### src/rtl/alu_pkg.sv
// alu_pkg: opcode map, token layout and legality check shared by the ALU issue stage.
`default_nettype none

package alu_pkg;

  localparam int OP_W   = 6;
  localparam int DATA_W = 32;

  localparam logic [OP_W-1:0] OP_ADD   = 6'h00;
  localparam logic [OP_W-1:0] OP_SUB   = 6'h02;
  localparam logic [OP_W-1:0] OP_AND   = 6'h03;
  localparam logic [OP_W-1:0] OP_OR    = 6'h04;
  localparam logic [OP_W-1:0] OP_XOR   = 6'h05;
  localparam logic [OP_W-1:0] OP_NOR   = 6'h06;
  localparam logic [OP_W-1:0] OP_PASSB = 6'h09;
  localparam logic [OP_W-1:0] OP_SLL   = 6'h0D;
  localparam logic [OP_W-1:0] OP_SRL   = 6'h0E;
  localparam logic [OP_W-1:0] OP_SRA   = 6'h0F;
  localparam logic [OP_W-1:0] OP_SLT   = 6'h10;
  localparam logic [OP_W-1:0] OP_PASSA = 6'h11;
  localparam logic [OP_W-1:0] OP_SLTU  = 6'h12;
  localparam logic [OP_W-1:0] OP_MUL   = 6'h13;
  localparam logic [OP_W-1:0] OP_MULH  = 6'h14;
  localparam logic [OP_W-1:0] OP_EQ    = 6'h15;
  localparam logic [OP_W-1:0] OP_NE    = 6'h16;
  localparam logic [OP_W-1:0] OP_LT    = 6'h17;
  localparam logic [OP_W-1:0] OP_GE    = 6'h18;
  localparam logic [OP_W-1:0] OP_LTU   = 6'h19;
  localparam logic [OP_W-1:0] OP_GEU   = 6'h1A;
  localparam logic [OP_W-1:0] OP_NOT   = 6'h1B;
  localparam logic [OP_W-1:0] OP_NEG   = 6'h1C;
  localparam logic [OP_W-1:0] OP_MIN   = 6'h1D;

  typedef struct packed {
    logic [OP_W-1:0]   op;
    logic [DATA_W-1:0] a;
    logic [DATA_W-1:0] b;
  } issue_tok_t;

  localparam int TOK_W = $bits(issue_tok_t);

  function automatic logic is_legal_op(input logic [OP_W-1:0] op);
    case (op)
      OP_ADD, OP_SUB, OP_AND, OP_OR, OP_XOR, OP_NOR, OP_PASSB,
      OP_SLL, OP_SRL, OP_SRA, OP_SLT, OP_PASSA, OP_SLTU, OP_MUL,
      OP_MULH, OP_EQ, OP_NE, OP_LT, OP_GE, OP_LTU, OP_GEU,
      OP_NOT, OP_NEG, OP_MIN: is_legal_op = 1'b1;
      default:                is_legal_op = 1'b0;
    endcase
  endfunction

endpackage

`default_nettype wire

### src/rtl/alu_issue_fifo.sv
// alu_issue_fifo: DEPTH x W synchronous FIFO; head reads as zero when empty.
`default_nettype none

module alu_issue_fifo #(
  parameter int DEPTH = 2,
  parameter int W     = 70
) (
  input  logic         clk,
  input  logic         rst,
  input  logic         i_push,
  input  logic [W-1:0] i_wdata,
  input  logic         i_pop,
  output logic [W-1:0] o_rdata,
  output logic         o_full,
  output logic         o_empty
);

  localparam int PTR_W = (DEPTH > 1) ? $clog2(DEPTH) : 1;
  localparam int OCC_W = $clog2(DEPTH + 1);

  logic [W-1:0]     r_mem [DEPTH];
  logic [PTR_W-1:0] r_wr_ptr;
  logic [PTR_W-1:0] r_rd_ptr;
  logic [OCC_W-1:0] r_count;
  logic             w_push;
  logic             w_pop;

  assign o_full  = (r_count == OCC_W'(DEPTH));
  assign o_empty = (r_count == '0);
  assign w_push  = i_push & ~o_full;
  assign w_pop   = i_pop & ~o_empty;

  // DEPTH is a power of two, so natural pointer overflow is the modulo wrap.
  always_ff @(posedge clk or posedge rst) begin
    if (rst) begin
      r_wr_ptr <= '0;
      r_rd_ptr <= '0;
      r_count  <= '0;
    end else begin
      if (w_push) r_wr_ptr <= r_wr_ptr + PTR_W'(1);
      if (w_pop)  r_rd_ptr <= r_rd_ptr + PTR_W'(1);
      case ({w_push, w_pop})
        2'b10:   r_count <= r_count + OCC_W'(1);
        2'b01:   r_count <= r_count - OCC_W'(1);
        default: r_count <= r_count;
      endcase
    end
  end

  always_ff @(posedge clk) begin
    if (w_push) r_mem[r_wr_ptr] <= i_wdata;
  end

  assign o_rdata = o_empty ? '0 : r_mem[r_rd_ptr];

endmodule

`default_nettype wire

### src/rtl/alu_issue_stage.sv
// alu_issue_stage: drops opcodes the ALU lacks, buffers legal tokens, counts drops.
// Optional macro ALU_ISSUE_PASSB_FIX_EN rewrites PASSB into PASSA with operand B moved to A.
`default_nettype none

module alu_issue_stage
  import alu_pkg::*;
#(
  parameter int DEPTH = 2,
  parameter int CNT_W = 8
) (
  input  logic             clock,
  input  logic             reset,
  input  logic             in_valid,
  output logic             in_ready,
  input  logic [5:0]       in_operation,
  input  logic [31:0]      in_operandA,
  input  logic [31:0]      in_operandB,
  output logic             out_valid,
  input  logic             out_ready,
  output logic [5:0]       operation,
  output logic [31:0]      operandA,
  output logic [31:0]      operandB,
  output logic             illegal,
  output logic [CNT_W-1:0] illegal_count
);

  issue_tok_t       w_wr_tok;
  issue_tok_t       w_head;
  logic             w_full;
  logic             w_empty;
  logic             w_accept;
  logic             w_legal;
  logic             r_illegal;
  logic [CNT_W-1:0] r_illegal_count;

  assign in_ready = ~w_full;
  assign out_valid = ~w_empty;
  assign w_accept = in_valid & in_ready;
  assign w_legal  = is_legal_op(in_operation);

  always_comb begin
    w_wr_tok.op = in_operation;
    w_wr_tok.a  = in_operandA;
    w_wr_tok.b  = in_operandB;
`ifdef ALU_ISSUE_PASSB_FIX_EN
    if (in_operation == OP_PASSB) begin
      w_wr_tok.op = OP_PASSA;
      w_wr_tok.a  = in_operandB;
    end
`endif
  end

  alu_issue_fifo #(
    .DEPTH (DEPTH),
    .W     (TOK_W)
  ) u_fifo (
    .clk     (clock),
    .rst     (reset),
    .i_push  (w_accept & w_legal),
    .i_wdata (w_wr_tok),
    .i_pop   (out_ready),
    .o_rdata (w_head),
    .o_full  (w_full),
    .o_empty (w_empty)
  );

  assign operation = w_head.op;
  assign operandA  = w_head.a;
  assign operandB  = w_head.b;

  // Dropped tokens still complete the handshake; only the pulse and counter record them.
  always_ff @(posedge clock or posedge reset) begin
    if (reset) begin
      r_illegal       <= 1'b0;
      r_illegal_count <= '0;
    end else begin
      r_illegal <= w_accept & ~w_legal;
      if (w_accept && !w_legal && (r_illegal_count != {CNT_W{1'b1}}))
        r_illegal_count <= r_illegal_count + CNT_W'(1);
    end
  end

  assign illegal       = r_illegal;
  assign illegal_count = r_illegal_count;

endmodule

`default_nettype wire
### config.mk
export PLATFORM = sky130hd
export DESIGN_NAME = alu_issue_stage
export DESIGN_NICKNAME = d
export VERILOG_FILES = /design/src/rtl/alu_pkg.sv /design/src/rtl/alu_issue_fifo.sv /design/src/rtl/alu_issue_stage.sv
export SDC_FILE = /design/constraint.sdc
export NUM_CORES = 1
export LEC_CHECK = 0
export CORE_MARGIN = 4
export CORE_UTILIZATION = 49
export DETAILED_ROUTE_END_ITERATION = 7
export PLACE_DENSITY = 0.8
export SLEW_MARGIN = 20
export SYNTH_ARGS = -nofsm -noshare
export SYNTH_HDL_FRONTEND = slang
export SYNTH_SLANG_ARGS = --single-unit
### constraint.sdc
create_clock -name clock -period 5.7 [get_ports clock]
set_input_delay 1.14 -clock clock [delete_from_list [all_inputs] [get_ports clock]]
set_output_delay 1.14 -clock clock [all_outputs]
set_load 0.01 [all_outputs]
## Word-level counts from Yosys, hierarchy flattened

Memories as Yosys holds them, arrays and structs flattened.
Cells that the tools add are included.

- Bits in registers: 13
- RAM bits: 140
- ROM bits: 32
- Output and inout port bits: 81
- Word-level logic and storage cells: 34
- Memories: 2

Memories:

| name | words | bits a word | read ports | clocked after memory_dff | write ports | line | RTL |
|---|---|---|---|---|---|---|---|
| u_fifo.r_mem | 2 | 70 | 1 | 0 | 1 | alu_issue_fifo.sv:21 | `logic [W-1:0] r_mem [DEPTH];` |
| (name not given) | 32 | 1 | 1 | 0 | 0 | alu_pkg.sv:43 | `case (op)` |

- Add/sub/neg operators: 5
- Equality and inequality tests: 4
- Multiplexer cells: 5
- Bitwise logic cells: 8
- Reductions and logical operators: 5

Operators with widths:

| operator | number |
|---|---|
| 2-to-1 mux 70 bit | 1 |
| adder 8 x 1 -> 8 bit, second input constant | 1 |
| inequality test 8 bit, second input constant | 1 |
| AND 1 bit | 5 |
| equality test 2 bit, second input constant | 2 |
| case mux 2 bit (2 select lines) | 1 |
| 2-to-1 mux 1 bit | 3 |
| NOT 1 bit | 3 |
| adder 1 bit, second input constant | 2 |
| adder 2 x 1 -> 2 bit, second input constant | 1 |
| equality test 2 x 1 -> 1 bit, second input constant | 1 |
| logical AND 1 bit | 2 |
| logical NOT 2 bit | 1 |
| nonzero test 2 bit | 1 |
| subtractor 2 x 1 -> 2 bit, second input constant | 1 |
| logical NOT 1 bit | 1 |

## Logic depth before layout (Yosys ltp)

Gate-level depths: netlist (run 1).

- Depth in word-level cells: 7
- Depth in mapped cells: 8
- Gate-level depth less buffers: 8

## Modules after synthesis

Synthesis (run 1) repeated with hierarchy kept, for this count alone.

- Cells, all modules: 370
- Area, all modules: 6,093.3 um^2

By module, submodules not included:

| module | instances | cells each | area each (um^2) | seq. area each (um^2) |
|---|---|---|---|---|
| alu_issue_fifo | 1 | 314 | 5,541.6 | 4,304.1 |
| alu_issue_stage | 1 | 56 | 551.8 | 225.2 |

## Worst setup path after synthesis (run 1)

Ideal clock, no wire load.

- Kind: input to register
- From: in in_operation[4]
- To: mem u_fifo.r_mem[0][0], enable pin
- Setup time: 499 ps
- Data arrival time: 5,129 ps
- Required time: 5,201 ps
- Path slack: 72 ps
- Stages: 5
- Buffers on the path: 0
- Cell sequence: and3_2 > a211o_1 > a211oi_4 > nand2_1 > nor2_1

- Cells in the longest elaborated chain, start to end: 6

Ends and longest elaborated chain:

| item | line | RTL |
|---|---|---|
| start: declaration | alu_issue_stage.sv:15 | `input logic [5:0] in_operation,` |
| memory read (32 x 1 bit) | n/a |  |
| 2-to-1 mux 1 bit | alu_pkg.sv:43 |  |
| AND 1 bit | alu_issue_stage.sv:59 | `.i_push (w_accept & w_legal),` |
| AND 1 bit | alu_issue_fifo.sv:30 | `assign w_push = i_push & ~o_full;` |
| 2-to-1 mux 1 bit | alu_issue_fifo.sv:51 | `if (w_push) r_mem[r_wr_ptr] <= i_wdata;` |
| 2-to-1 mux 1 bit (not written as such) | alu_issue_fifo.sv:51 |  |
| end: declaration | alu_issue_fifo.sv:21 |  |

Every way passes these cells.

## Worst setup path after layout (run 1)

- From: reg u_fifo.r_count[0]
- To: out operandB[15]

- Cells in the longest elaborated chain, start to end: 2

Ends and longest elaborated chain:

| item | line | RTL |
|---|---|---|
| start: declaration | alu_issue_fifo.sv:24 | `logic [OCC_W-1:0] r_count;` |
| start signal: assignment | alu_issue_fifo.sv:43 | `2'b10: r_count <= r_count + OCC_W'(1);` |
| start signal: assignment | alu_issue_fifo.sv:44 | `2'b01: r_count <= r_count - OCC_W'(1);` |
| start signal: assignment | alu_issue_fifo.sv:45 | `default: r_count <= r_count;` |
| logical NOT 2 bit | alu_issue_fifo.sv:29 | `assign o_empty = (r_count == '0);` |
| 2-to-1 mux 70 bit | alu_issue_fifo.sv:54 | `assign o_rdata = o_empty ? '0 : r_mem[r_rd_ptr];` |
| end: declaration | alu_issue_stage.sv:22 | `output logic [31:0] operandB,` |

Every way passes these cells.

==> qor.txt, run 1 <==
First-pass DRT Iterations: 4
Fin nets: 599
Rows: 39
CTS tree: yes
Vias per cell: 5.04
Most frequent cell after synthesis: edfxtp_1
Gpl congestion: 0.750
Slew Limit Fails: 0
Lkg Pwr: 3.02 nW
Root buf cell: clkbuf_16
Clock power share: 25.4%
Mapped Nets: 438
Setup TNS: 0 ns
Gate power share: 35.8%
Routed via count: 3419
Post-Synthesis Cell Area: 5950 µm²
Dpl cells: 647
NetSw: 1.20 mW
Sequential share of power: 38.8%
Initial core utilization: 51.0%
CP Class: flip-flop to primary output
Post-Synthesis Cells: 362
Mean Syn Cell Area: 16.4 µm²
Die ar.: 14000 µm²
Routed len/inst: 16.6 µm
Ys flop type: edfxtp_1
Reg2reg start: u_fifo.r_count[0]
Hold crit path type: flip-flop to flip-flop
Yosys top cell by area: edfxtp_1
CP arrival: 2.74 ns
Hold Violations, Final: 0
Post-CTS setup buffers: 0
RR Endpoint: u_fifo.r_count[1]
IO Port Bufs: 154
Congestion Overflow GR: 0
Worst setup SP type: flip-flop
Final Critical Period: 3.88 ns
Final period util: 68.0%
Initial antenna violation count: 0
Reg2reg path depth: 7
Worst skew pair latency: 0.41 ns
Die width: 118 µm
CTS Hold Bufs: 0
Sequential area share after synthesis: 76.1%
Clock Skew: 0.00966 ns
VDD IR-drop max: 0.238 mV
Top Ports: 155
Area growth, synth to finish: 38.0%
Yosys top cell area share: 70.6%
Core area: 11700 µm²
Yosys warnings: 0
Number of global-route vias before repair: 3691
Slew HR: 29.6%
H-tree depth: 4
Fin cells: 679
RSZ-0062 raised after global routing: no
Int Pwr: 2.76 mW
Routed Antenna Nets: 0
Actual slew at the worst max-slew pin: 1.05 ns
Final count of negative-setup-slack endpoints: 0
CP Capture Type: primary output
Max Cap Violations: 0
Clock Sinks: 153
Tot Pwr: 3.96 mW
Power Dens Cells: 482 nW/µm²
CP endpoint: operandB[15]
Crit-path max FO: 46
Worst R2R Setup Slack: 2.98 ns
Final WL: 11300 µm
Share of layout cells above drive strength 1: 8.04%
Outcome: complete, no violations
Clk buf depth: 2
Switching share of power: 30.2%
Top post-synthesis cells by area: edfxtp_1, mux2i_1, dfrtp_1
Top post-synthesis cells by count: edfxtp_1, nor2_1, mux2i_1
Number of flops mapped to enable cells by yosys: 140
HP Start: u_fifo.r_count[1]
All-layer global routing usage: 16.4%
Synth cell types: 30
WP data required: 4.56 ns
Global-route wire length before repair: 18000 µm
Fraction of registers with async set/reset: 8.50%
#FFs+latches synth: 153
Drc violations: 0
Largest net degree at the start of global routing: 71
Chip height: 118 µm
Clock transition at path regs: 0.06 ns
DP HPWL: 7480 µm
CTS Buf Count: 17
Post-cts gate resize count: 0
Worst setup startpoint: u_fifo.r_count[0]
Initial DRC count: 118
Fmax: 0.258 GHz
-- registers in the layout (all words and copies together) (netlist names) --
register / count
u_fifo.r_mem: 140
illegal: 1
u_fifo.r_wr_ptr: 1
u_fifo.r_count: 2
illegal_count: 8
u_fifo.r_rd_ptr: 1
-- kinds of logic (layout without fill, tap and decap cells) --
| group | count (synthesis) | in the layout | synth area share [%] |
|---|---|---|---|
| compound gates | 4 | 4 | 0.799 |
| xor+xnor | 9 | 9 | 1.32 |
| fa+ha+maj | 2 | 2 | 0.420 |
| buf+inv | 18 | 191 | 1.14 |
| flops | 153 | 153 | 76.1 |
| mux | 74 | 74 | 12.5 |
| other cells | 0 | 1 | 0 |
| simple gates | 102 | 102 | 7.70 |
-- critical path, cell delays in order (launching register included) --
cell and delay (ns):
dfrtp_1 0.45, nor2_4 0.80, buf_4 0.43, nor2_1 0.12
clkdlybuf4s50_1 0.49
-- power groups by stage --
stage	combinational [mW]	clock (mW)	sequential (mW)
6_report	1.42	1.01	1.54
5_1_grt	1.52	1.08	1.56
4_1_cts	1.44	1.03	1.54
3_5_place_dp	1.43	0	1.56
3_3_place_gp	1.42	0	1.55
2_1_floorplan	0.742	0	1.47
-- layout make-up --
cell class / count / area [µm²]
clock inverters: 12 / 104
fillers: 812 / 3450
diodes: 1 / 2.50
multi-input cells: 191 / 1370
clock buffers: 19 / 433
repair buffers: 157 / 1580
inverters: 3 / 11.3
well taps: 143 / 179
flip-flops and latches: 153 / 4530
-- layout by cell type (no fill, tap or decap), types with 2 or more instances in the layout --
cell type,Yosys,routed
nor2_1,76,74
nand2b_1,3,3
buf_4,0,2
nor3_1,2,2
dfrtp_1,13,12
xor2_1,6,6
clkinv_2,0,3
clkinvlp_4,0,5
edfxtp_1,140,140
ha_1,2,2
and2_1,2,2
xnor2_1,3,3
nand2_1,4,4
inv_1,3,3
clkbuf_1,11,2
mux2i_1,71,71
clkdlybuf4s50_1,0,154
nor4b_1,2,2
nand3_1,3,3
clkbuf_16,0,17
mux2_2,3,3
nor2_4,0,2
-- layer usage --
layer / share of wire [%] / wire [µm] / track usage (%)
met5: 0 / 0 / 0
met4: 0.78 / 88 / 4.84
met3: 5.5 / 618 / 5.87
met2: 52 / 5840 / 28.5
met1: 42 / 4740 / 19.3
-- worst min path at each step --
stage,slack [ns],cells past startpoint,endpoint
5_1_grt,0.57,1,illegal_count[3]
3_5_place_dp,0.53,1,illegal_count[3]
3_3_place_gp,0.53,1,illegal_count[0]
6_report,0.54,1,u_fifo.r_count[1]
2_1_floorplan,0.46,1,u_fifo.r_wr_ptr
4_1_cts,0.54,1,illegal_count[3]
-- stage by stage --
| stage | setup WS [ns] | hold WS (ns) | util (%) | cell area (µm²) |
|---|---|---|---|---|
| floorplan | 0.0720 | 0.460 | - | 5950 |
| global placement | 1.51 | 0.530 | 65.8 | 7670 |
| detailed placement | 1.43 | 0.529 | 65.8 | 7670 |
| CTS | 1.75 | 0.545 | 70.4 | 8210 |
| global route | 1.63 | 0.567 | 70.4 | 8210 |
| finish | 1.82 | 0.543 | 70.4 | 8210 |
No activity file was read; power rests on OpenSTA's default activity.
==> run 2: changes to the inputs <==
--- a/config.mk
+++ b/config.mk
@@ -6,9 +6,9 @@
 export NUM_CORES = 1
 export LEC_CHECK = 0
 export CORE_MARGIN = 4
-export CORE_UTILIZATION = 49
+export CORE_UTILIZATION = 44
 export DETAILED_ROUTE_END_ITERATION = 7
-export PLACE_DENSITY = 0.8
+export PLACE_DENSITY = 0.76
 export SLEW_MARGIN = 20
 export SYNTH_ARGS = -nofsm -noshare
 export SYNTH_HDL_FRONTEND = slang
==> constraint.sdc (replaced) <==
create_clock -name clock -period 3.3 [get_ports clock]
set_input_delay 0.66 -clock clock [delete_from_list [all_inputs] [get_ports clock]]
set_output_delay 0.66 -clock clock [all_outputs]
set_load 0.01 [all_outputs]
==> qor.txt, run 2 (synthesis results as in run 1) <==
Fin nets: 604 (+0.83%)
Most common cell after layout, fill and taps aside: clkdlybuf4s50_1
Initial core utilization: 44.9% (-6.1 points)
Largest net degree at the start of global routing: 62 (-13%)
N_diodes: 0 (-1)
Outcome: complete, no violations
Hold Violations, Final: 0 (unchanged)
Area growth, synth to finish: 41.4%
Clock Sinks: 153 (unchanged)
Final count of negative-setup-slack endpoints: 0 (unchanged)
Clock transition at path regs: 0.05 ns (about the same)
CP arrival: 2.41 ns (-0.33 ns)
Final Critical Period: 3.07 ns
Clk buf depth: 2 (unchanged)
Post-cts gate resize count: 0 (unchanged)
VDD IR-drop max: 0.438 mV (+84%)
Number of global-route vias before repair: 3724 (+0.89%)
Tot Pwr: 7.11 mW (+80%)
Vias per cell: 4.90 (-2.7%)
Final WS setup: 0.227 ns (-1.60 ns)
Slew HR: 57.7% (+28 points)
Largest Register: u_fifo.r_mem
RR Endpoint: u_fifo.r_mem[0][32]
WP data required: 2.64 ns (-1.92 ns)
CTS Hold Bufs: 0 (unchanged)
Routed len/inst: 16.8 µm (+1.2%)
Chip height: 124 µm (+5.2%)
Crit-path max FO: 34 (-26%)
Reg2reg start: u_fifo.r_count[0]
Reg2reg path depth: 5 (-2)
CTS Buf Count: 17 (unchanged)
Root buf cell: clkbuf_16
Gpl congestion: 0.782 (+4.2%)
Power Dens Cells: 844 nW/µm² (+75%)
Slew Limit Fails: 0 (unchanged)
Rows: 42 (+7.7%)
Final WL: 12100 µm (+6.9%)
Congestion Overflow GR: 0 (unchanged)
Routed Antenna Nets: 0 (unchanged)
Min Hold Slack: 0.551 ns (+0.00761 ns)
Max reg flops: 140 (unchanged)
Final period util: 93.1%
CP Class: flip-flop to primary output
Post-CTS setup buffers: 0 (unchanged)
Fmax: 0.325 GHz
CP endpoint: operandB[15]
Worst R2R Setup Slack: 1.54 ns (-1.44 ns)
Worst slack, placed: 0.0672 ns (-1.36 ns)
Share of layout cells above drive strength 1: 8.87% (+0.84 points)
First-pass DRT Iterations: 4 (unchanged)
Worst setup startpoint: u_fifo.r_rd_ptr
H-tree depth: 4 (unchanged)
Initial antenna violation count: 0 (unchanged)
DP HPWL: 8130 µm (+8.7%)
Worst setup SP type: flip-flop
All-layer global routing usage: 15.8% (-0.64 points)
CP Capture Type: primary output
Top Ports: 155 (unchanged)
Worst skew pair latency: 0.41 ns (about the same)
Drc violations: 0 (unchanged)
Initial DRC count: 189 (+60%)
RSZ-0062 raised after global routing: no
Max Cap Violations: 0 (unchanged)
Die width: 124 µm (+5.2%)
Actual slew at the worst max-slew pin: 0.635 ns (-0.418 ns)
Lkg Pwr: 3.11 nW (+2.9%)
Global-route wire length before repair: 19100 µm (+5.8%)
IO Port Bufs: 154 (unchanged)
Fillers: 985 (+21%)
Core area: 13200 µm² (+14%)
Routed via count: 3512 (+2.7%)
Clock Skew: 0.00711 ns (-0.00255 ns)
Setup TNS: 0 ns (unchanged)
Commonest non-fill, non-tap cells in the layout: clkdlybuf4s50_1, edfxtp_1, nor2_1
Hold crit path type: flip-flop to flip-flop
CTS tree: yes
Die ar.: 15400 µm² (+11%)
[run 2: changes by cell type in the layout (fill, tap and decap cells not counted), sizes merged]
| cell | change |
|---|---|
| buf | +5 |
| diode | -1 |
| clkinvlp | -4 |
| inv | -1 |
| clkbuf | +4 |
| bufinv | +2 |
[run 2: layout make-up]
class / count / area, µm² / share of cell area [%]
Clock buffer: 23 / 468 / 5.56
Clock inverter: 9 / 123 / 1.46
Inverter: 3 / 11.3 / 0.134
Multi-Input combinational cell: 191 / 1370 / 16.3
Sequential cell: 153 / 4530 / 53.9
Tap cell: 176 / 220 / 2.62
Timing Repair Buffer: 162 / 1690 / 20.1
[run 2: worst min-delay path by stage]
stage | cells past startpoint | slack, ns | startpoint | to
after global routing | 1 | 0.56 | u_fifo.r_count[1] | u_fifo.r_count[1]
after floorplan | 1 | 0.46 | u_fifo.r_count[1] | u_fifo.r_count[1]
final | 1 | 0.55 | u_fifo.r_count[1] | u_fifo.r_count[1]
after detailed placement | 1 | 0.54 | illegal_count[3] | illegal_count[3]
after global placement | 1 | 0.54 | u_fifo.r_count[1] | u_fifo.r_count[1]
after CTS | 1 | 0.55 | u_fifo.r_count[1] | u_fifo.r_count[1]
[run 2: critical path, stage by stage (launching register included)]
cell and delay, ns:
dfrtp_4 0.84, buf_4 0.35, mux2i_1 0.26, nor2_1 0.06, clkdlybuf4s50_1 0.48
[run 2: through the flow]
step	instance area (µm²)	utilization, %	instances
after floorplan	5960	-	362
after global placement	7830	59.1	685
after detailed placement	7830	59.1	685
after CTS	8420	63.6	717
after global routing	8420	63.6	717
final	8420	63.6	717
[run 2: power breakdown]
part | total, mW | leakage (nW) | switching, mW | internal [mW]
clock | 1.91 | 0.291 | 0.691 | 1.22
sequential | 2.62 | 1.43 | 0.235 | 2.39
combinational | 2.57 | 1.39 | 1.15 | 1.42
[run 2: per-layer routing]
metal | wire length, µm | track usage, %
met1 | 5030 | 18.8
met2 | 6100 | 26.4
met3 | 729 | 5.40
met4 | 214 | 6.25
met5 | 0 | 0
==> run 3: changes to the inputs <==
--- a/config.mk
+++ b/config.mk
@@ -5,6 +5,7 @@
 export SDC_FILE = /design/constraint.sdc
 export NUM_CORES = 1
 export LEC_CHECK = 0
+export ABC_AREA = 1
 export CORE_MARGIN = 4
 export CORE_UTILIZATION = 44
 export DETAILED_ROUTE_END_ITERATION = 7
==> qor.txt, run 3 <==
Routed len/inst: 16.3 µm (-3.4%)
RSZ-0062 raised after global routing: no
Gpl congestion: 0.854 (+9.3%)
Area growth, synth to finish: 37.8%
Congestion Overflow GR: 0 (unchanged)
Chip height: 125 µm (+0.48%)
Clock transition at path regs: 0.05 ns (about the same)
Max Cap Violations: 0 (unchanged)
VDD IR-drop max: 0.491 mV (+12%)
Post-synthesis simple-gate area fraction: 13.9% (+6.2 points)
Drc violations: 0 (unchanged)
N_diodes: 0 (unchanged)
Most frequent cell after synthesis: nand2_1
Hold Crit Endpoint: u_fifo.r_wr_ptr
Vias per cell: 4.99 (+1.9%)
All-layer global routing usage: 17.3% (+1.5 points)
Rows: 42 (unchanged)
Top Family by Delay on Critical Path: buffers and inverters
Outcome: complete, no violations
Largest family of logic cells by synthesized area: simple AND/OR/NAND/NOR gates
Worst setup SP type: flip-flop
CP arrival: 2.38 ns (-0.03 ns)
NetSw: 2.18 mW (+4.7%)
Top Ports: 155 (unchanged)
Final period util: 92.2% (-0.90 points)
Core area: 13300 µm² (+0.40%)
Share of layout cells above drive strength 1: 7.12% (-1.8 points)
Final WL: 13400 µm (+11%)
Power Dens Cells: 824 nW/µm² (-2.5%)
Worst skew pair latency: 0.41 ns (about the same)
Number of global-route vias before repair: 4195 (+13%)
Die ar.: 15600 µm² (+0.96%)
Ys flop type: edfxtp_1
WL met2: 6830 µm (+12%)
Critical Path Slowest Stage Cell: buf_4
Largest Register: u_fifo.r_mem
Root buf cell: clkbuf_16
First-pass DRT Iterations: 4 (unchanged)
CTS Hold Bufs: 0 (unchanged)
Commonest non-fill, non-tap cells in the layout: nand2_1, clkdlybuf4s50_1, edfxtp_1
Slew HR: 48.8% (-8.8 points)
Int Pwr: 4.64 mW (-7.6%)
Final count of negative-setup-slack endpoints: 0 (unchanged)
RR Endpoint: u_fifo.r_mem[0][6]
Post-cts gate resize count: 0 (unchanged)
Yosys top cell area share: 69.9% (-0.72 points)
Gate power share: 39.6% (+3.4 points)
Routed Antenna Nets: 0 (unchanged)
Slew Limit Fails: 0 (unchanged)
Actual slew at the worst max-slew pin: 0.767 ns (+0.132 ns)
IO Port Bufs: 154 (unchanged)
Clock Skew: 0.00433 ns (-0.00278 ns)
CP Cell Sequence: buf_4 -> nand2_1 -> a21oi_1 -> clkdlybuf4s50_1
Yosys warnings: 0 (unchanged)
Synth cell types: 22 (-27%)
Routed via count: 4101 (+17%)
Top post-synthesis cells by area: edfxtp_1, nand2_1, a21oi_1
Fraction of registers with async set/reset: 8.50% (unchanged)
Top post-synthesis cells by count: nand2_1, edfxtp_1, a21oi_1
Setup TNS: 0 ns (unchanged)
Hold crit path type: flip-flop to flip-flop
Clock power share: 24.2% (-2.7 points)
Post-Synthesis Cell Area: 6010 µm² (+1.0%)
CP Class: flip-flop to primary output
Max reg flops: 140 (unchanged)
Clock Sinks: 153 (unchanged)
Mapped Nets: 553 (+26%)
Buffers and inverters on the worst path: 2 (unchanged)
#FFs+latches synth: 153 (unchanged)
DP HPWL: 8740 µm (+7.5%)
Initial antenna violation count: 0 (unchanged)
Number of flops mapped to enable cells by yosys: 140 (unchanged)
Post-synthesis mux area share: 0% (-13 points)
Die width: 125 µm (+0.48%)
H-tree depth: 4 (unchanged)
Hold Path Depth: 2 (+1)
CP Capture Type: primary output
Tot Pwr: 6.82 mW (-4.0%)
Mean Syn Cell Area: 12.6 µm² (-23%)
CTS tree: yes
Final Critical Period: 3.04 ns (-0.0297 ns)
Hold Violations, Final: 0 (unchanged)
Xor/xnor cell area share of the yosys netlist: 1.02% (-0.30 points)
Post-Synthesis Cells: 477 (+32%)
Clk buf depth: 2 (unchanged)
Worst R2R Setup Slack: 1.28 ns (-0.26 ns)
Post-CTS setup buffers: 0 (unchanged)
Sequential share of power: 36.2% (-0.7 points)
Initial DRC count: 305 (+61%)
Top Metal Used: met4
Lkg Pwr: 3.03 nW (-2.4%)
WL met1: 5520 µm (+9.8%)
Yosys top cell by area: edfxtp_1
Switching share of power: 31.9% (+2.7 points)
Global-route wire length before repair: 21300 µm (+12%)
CTS Buf Count: 17 (unchanged)
Reg2reg path depth: 7 (+2)
Adder-cell share of the synthesized area: 0.416% (-0.0043 points)
Reg2reg start: u_fifo.r_count[0]
Sequential area share after synthesis: 75.3% (-0.78 points)
Met3 routed WL: 799 µm (+9.6%)
Complex-gate fraction of the synthesized area: 6.51% (+5.7 points)
CP max stage delay: 0.61 ns (-0.23 ns)
Crit-path max FO: 71 (+110%)
Most common cell after layout, fill and taps aside: nand2_1
Largest net degree at the start of global routing: 72 (+16%)
Fin nets: 713 (+18%)
HP Start: u_fifo.r_wr_ptr
Fmax: 0.329 GHz (+0.98%)
Initial core utilization: 45.2% (+0.28 points)
WP data required: 2.64 ns (about the same)
[run 3: per-layer routing]
metal / up-vias / global-route usage (%)
met1: 1960 / 20.9
met3: 19 / 5.49
li1: 1978 / -
met5: - / 0
met2: 144 / 29.4
met4: 0 / 5.87
[run 3: power by group through the flow]
stage	Combinational [mW]	Clock, mW	Sequential, mW
2_1_floorplan	1.29	0	2.50
3_3_place_gp	2.70	0	2.50
3_5_place_dp	2.74	0	2.51
4_1_cts	2.76	1.69	2.47
5_1_grt	2.94	1.77	2.49
6_report	2.70	1.65	2.47
[run 3: how the worst max path moves through the flow]
stage	from	endpoint	slack, ns	cells past startpoint
after floorplan	in_operation[1]	u_fifo.r_mem[0][0]	0.38	5
after global placement	in_operation[1]	u_fifo.r_mem[0][69]	0.67	10
after detailed placement	in_operation[1]	u_fifo.r_mem[0][3]	0.61	10
after CTS	u_fifo.r_rd_ptr	operandA[9]	0.23	4
after global routing	u_fifo.r_rd_ptr	operandB[25]	0.12	4
final	u_fifo.r_rd_ptr	operandA[0]	0.26	4
[run 3: cell type report]
class                   instances  area, µm²
fillers                      1057       5010
flip-flops and latches        153       4530
repair buffers                163       1650
multi-input cells             284       1330
clock buffers                  20        437
well taps                     176        220
inverters                      18       67.6
clock inverters                 8       58.8
[run 3: cell families (layout without fill, tap and decap cells)]
| kind of cell | after synthesis | after routing |
|---|---|---|
| XOR/XNOR | 7 | 7 |
| adder cells (fa/ha/maj) | 2 | 2 |
| AO/OA/AOI/OAI | 75 | 75 |
| flip-flops | 153 | 153 |
| buffers and inverters | 40 | 209 |
| AND/OR/NAND/NOR | 200 | 200 |
[run 3: worst min-delay path, stage by stage, from the launching register on]
cell	delay, ns
dfrtp_1	0.35
nand2_1	0.05
nand2_1	0.05
[run 3: per-stage QoR]
step | std cells | instance area, µm² | setup WS, ns | util [%] | hold WS, ns
2_1_floorplan | 477 | 6020 | 0.381 | - | 0.442
3_3_place_gp | 794 | 7790 | 0.672 | 58.6 | 0.468
6_report | 822 | 8290 | 0.257 | 62.3 | 0.477
5_1_grt | 822 | 8290 | 0.123 | 62.3 | 0.511
4_1_cts | 822 | 8290 | 0.234 | 62.3 | 0.478
3_5_place_dp | 794 | 7790 | 0.607 | 58.6 | 0.460
==> variant 1: new RTL, settings of run 3 <==
Add a define of `ALU_ISSUE_PASSB_FIX_EN`.
--- a/src/rtl/alu_issue_stage.sv
+++ b/src/rtl/alu_issue_stage.sv
@@ -2,4 +2,6 @@
 // Optional macro ALU_ISSUE_PASSB_FIX_EN rewrites PASSB into PASSA with operand B moved to A.
 `default_nettype none
+
+`define ALU_ISSUE_PASSB_FIX_EN
 
 module alu_issue_stage
Check against the original RTL: not equivalent (a bounded check fails within 4 cycles, from zero or initial values and one cycle with reset high).
==> variant 1 against run 3 <==
Routed wire length rose by 10%; setup slack gained 0.14 ns; sequential cell count unchanged; maximum frequency is 4.7% higher; power up 3.0%; sequential power about the same; clock skew up 0.0051 ns; sequential share of layout area down 3.2 points; largest power group unchanged; area after synthesis rose by 8.0%; core utilization decreased by 1.5 points; cell area is 6.2% higher; highest routed layer unchanged.
==> variant 1: results (changes against run 3) <==
| Metric | Value |
|---|---|
| GRT Total Usage | `17.7% (was 17.3%)` |
| Initial drt markers | `312 (was 305)` |
| First drt pass iteration count | `6 (was 4)` |
| PD cells | `799 nW/um^2 (was 824 nW/um^2)` |
| Routed vias | `4,426 (was 4,101)` |
| CP max stage cell | `clkdlybuf4s50_1 (was buf_4)` |
| Seq/Total Area, Yosys | `69.7% (was 75.3%)` |
| P_int | `4.77 mW (was 4.64 mW)` |
| Synth cell types | `23 (was 22)` |
| Fin Hold WS | `0.485 ns (was 0.477 ns)` |
| Largest net degree at the start of global routing | `71 (was 72)` |
| Total Nets Final | `751 (was 713)` |
| Global Route met2 Usage | `29.7% (was 29.4%)` |
| Area contributors post-synth | `edfxtp_1, nand2_1, mux2_4 (was edfxtp_1, nand2_1, a21oi_1)` |
| Commonest cells in the synthesized netlist | `nand2_1, edfxtp_1, a21oi_1 (unchanged)` |
| Crit Path Max Fanout | `43 (was 71)` |
| Slew @ Worst Pin | `0.538 ns (was 0.767 ns)` |
| Leak pwr | `3.34 nW (was 3.03 nW)` |
| XOR/XNOR Fraction of Synth Area | `0.809% (was 1.02%)` |
| Layout cells sized above 1 | `11.0% (was 7.12%)` |
| Syn nets | `598 (was 553)` |
| Area grow syn2layout | `35.5% (was 37.8%)` |
| Outcome | `completed (unchanged)` |
| Peak VDD IR | `0.422 mV (was 0.491 mV)` |
| RR Endpoint | `u_fifo.r_mem[1][21] (was u_fifo.r_mem[0][6])` |
| Multiplexer share of the synthesized area | `7.23% (was 0%)` |
[variant 1: changes by cell type in the layout (fill, tap and decap cells not counted), sizes merged]
cell and change:
nand3 +2, clkinvlp +1, nor3 +2, a21oi +1, clkinv +2, o21ai -1, nand4 -1, buf +2
mux2 +32, xnor2 -3, bufinv +1, xor2 +2, nor2 +3, nand2 -1
[variant 1: final cells by class]
class,count,area [um^2]
Sequential cell,153,4530
Inverter,18,67.6
Multi-Input combinational cell,320,1770
Clock buffer,20,437
Tap cell,184,230
Fill cell,1127,5680
Timing Repair Buffer,165,1660
Clock inverter,12,108
[variant 1: per-layer routing]
| metal | wire length, um | vias up |
|---|---|---|
| met5 | 0 | - |
| met4 | 252 | 0 |
| met3 | 981 | 22 |
| met2 | 7490 | 157 |
| met1 | 5990 | 2117 |
| li1 | - | 2130 |
[variant 1: stage by stage]
stage / worst slack, ns / std cells
after floorplan: 0.290 / 522
after global placement: 0.584 / 840
after detailed placement: 0.546 / 840
after CTS: 0.370 / 872
after global routing: 0.253 / 872
final: 0.394 / 872
==> variant 2: new RTL, settings of run 3 <==
Made on the original files. Reset style: synchronous (`reset` and `rst`), changed in 2 clocked blocks.
--- a/src/rtl/alu_issue_fifo.sv
+++ b/src/rtl/alu_issue_fifo.sv
@@ -32,5 +32,5 @@
 
   // DEPTH is a power of two, so natural pointer overflow is the modulo wrap.
-  always_ff @(posedge clk or posedge rst) begin
+  always_ff @(posedge clk) begin
     if (rst) begin
       r_wr_ptr <= '0;
--- a/src/rtl/alu_issue_stage.sv
+++ b/src/rtl/alu_issue_stage.sv
@@ -70,5 +70,5 @@
 
   // Dropped tokens still complete the handshake; only the pulse and counter record them.
-  always_ff @(posedge clock or posedge reset) begin
+  always_ff @(posedge clock) begin
     if (reset) begin
       r_illegal       <= 1'b0;
Function: differs if reset is asserted again (counterexample within 4 cycles, from zero or initial values and one cycle with reset high); with reset held inactive, the same outputs for 4 cycles.
==> variant 2 against run 3 <==
Setup slack improved by 0.21 ns; core utilization up 0.35 points; area after synthesis up 0.85%; sequential share of layout area fell by 1.1 points; routed wire length increased by 2.5%; first-iteration DRC count increased by 25%; sequential cell count up 1; cell area is 0.97% higher; largest cell class unchanged.
Power is not compared: it rests on default switching activity, and its combinational part moved more than twofold at a synthesized area within 25%.
==> variant 2: results (changes against run 3) <==
| Metric | Value |
|---|---|
| Outcome | `completed (unchanged)` |
| Routability cong. | `0.882 (was 0.854)` |
| Post-Syn Instances | `515 (was 477)` |
| Worst Path Arrival | `2.17 ns (was 2.38 ns)` |
| FF+latch count | `154 (was 153)` |
| Post-DP HPWL | `9.12 mm (was 8.74 mm)` |
| CP startpoint | `u_fifo.r_count[1] (was u_fifo.r_rd_ptr)` |
| Total Nets Final | `748 (was 713)` |
| Multi-input gates | `301 (was 284)` |
| R2r startpoint | `u_fifo.r_count[0] (unchanged)` |
| RR Endpoint | `u_fifo.r_mem[1][61] (was u_fifo.r_mem[0][6])` |
| Routed Wire Length | `13.7 mm (was 13.4 mm)` |
| Hold Startpoint | `u_fifo.r_rd_ptr (was u_fifo.r_wr_ptr)` |
| Layout cells sized above 1 | `7.45% (was 7.12%)` |
| Clock skew | `0.0109 ns (was 0.00433 ns)` |
| CP max stage cell | `clkdlybuf4s50_1 (was buf_4)` |
| Area of the multi-input gates | `1350 um^2 (was 1330 um^2)` |
| Vias per cell | `5.00 (was 4.99)` |
| Slew @ Worst Pin | `0.514 ns (was 0.767 ns)` |
| Largest stage delay, worst path | `0.49 ns (was 0.61 ns)` |
| Worst setup path endpoint | `operandA[13] (was operandA[0])` |
| GRT Total Usage | `17.4% (was 17.3%)` |
| Worst slack, placed | `0.400 ns (was 0.607 ns)` |
| Total power | `4.97 mW` |
| Synth cell types | `24 (was 22)` |
| Non-clock buffer share | `19.7% (was 19.9%)` |
| Placed cell areas | `7830 um^2 (was 7790 um^2)` |
| First drt pass iteration count | `5 (was 4)` |
| Seq/Total Area, Yosys | `74.0% (was 75.3%)` |
| DR WL/cell | `15.9 um (was 16.3 um)` |
| Reg2reg setup slack | `1.17 ns (was 1.28 ns)` |
| Placed insts | `829 (was 794)` |
| Number of global-route vias before repair | `4,166 (was 4,195)` |
| Synth Warn # | `0 (unchanged)` |
| Post-route setup slack | `0.471 ns (was 0.257 ns)` |
| Initial drt markers | `382 (was 305)` |
| Largest net degree at the start of global routing | `53 (was 72)` |
| Clk cell area share | `6.37% (was 5.98%)` |
| Non-clk invs | `35 (was 18)` |
| Fillers | `1,034 (was 1,057)` |
| Async S/R FF share, synth | `0% (was 8.50%)` |
| Area contributors post-synth | `edfxtp_1, nand2_1, a21oi_1 (unchanged)` |
| Sequential share of cell area | `53.6% (was 54.7%)` |
| Clkbuf count | `18 (was 20)` |
| Hold Crit Depth | `1 (was 2)` |
| First-pass GRT wire length | `21.5 mm (was 21.3 mm)` |
-- variant 2: routing by layer --
layer  up-vias  part of all wire [%]  routed length (um)  global-route usage (%)
met3         6                   7.1                 977                    5.76
li1       2077                     -                   -                       -
met2       192                    49                6680                    28.3
met1      2030                    44                5980                    22.9
met4         0                  0.49                  67                    4.40
met5         -                     0                   0                       0
-- variant 2: logic make-up after synthesis --
group / count (synthesis) / share of synthesized area [%]
adders and majority gates: 2 / 0.413
buffers and inverters: 60 / 4.02
AOI/OAI and AO/OA: 78 / 6.71
xor gates and xnor gates: 1 / 0.144
and+or+nand+nor: 220 / 14.8
DFF: 154 / 74.0
-- variant 2: worst max-delay path, delay by kind of cell (launching register included) --
kind | cells | cell delay [ns]
AND/OR/NAND/NOR | 1 | 0.45
buffers and inverters | 2 | 0.80
flip-flops | 1 | 0.36
AO/OA/AOI/OAI | 1 | 0.11
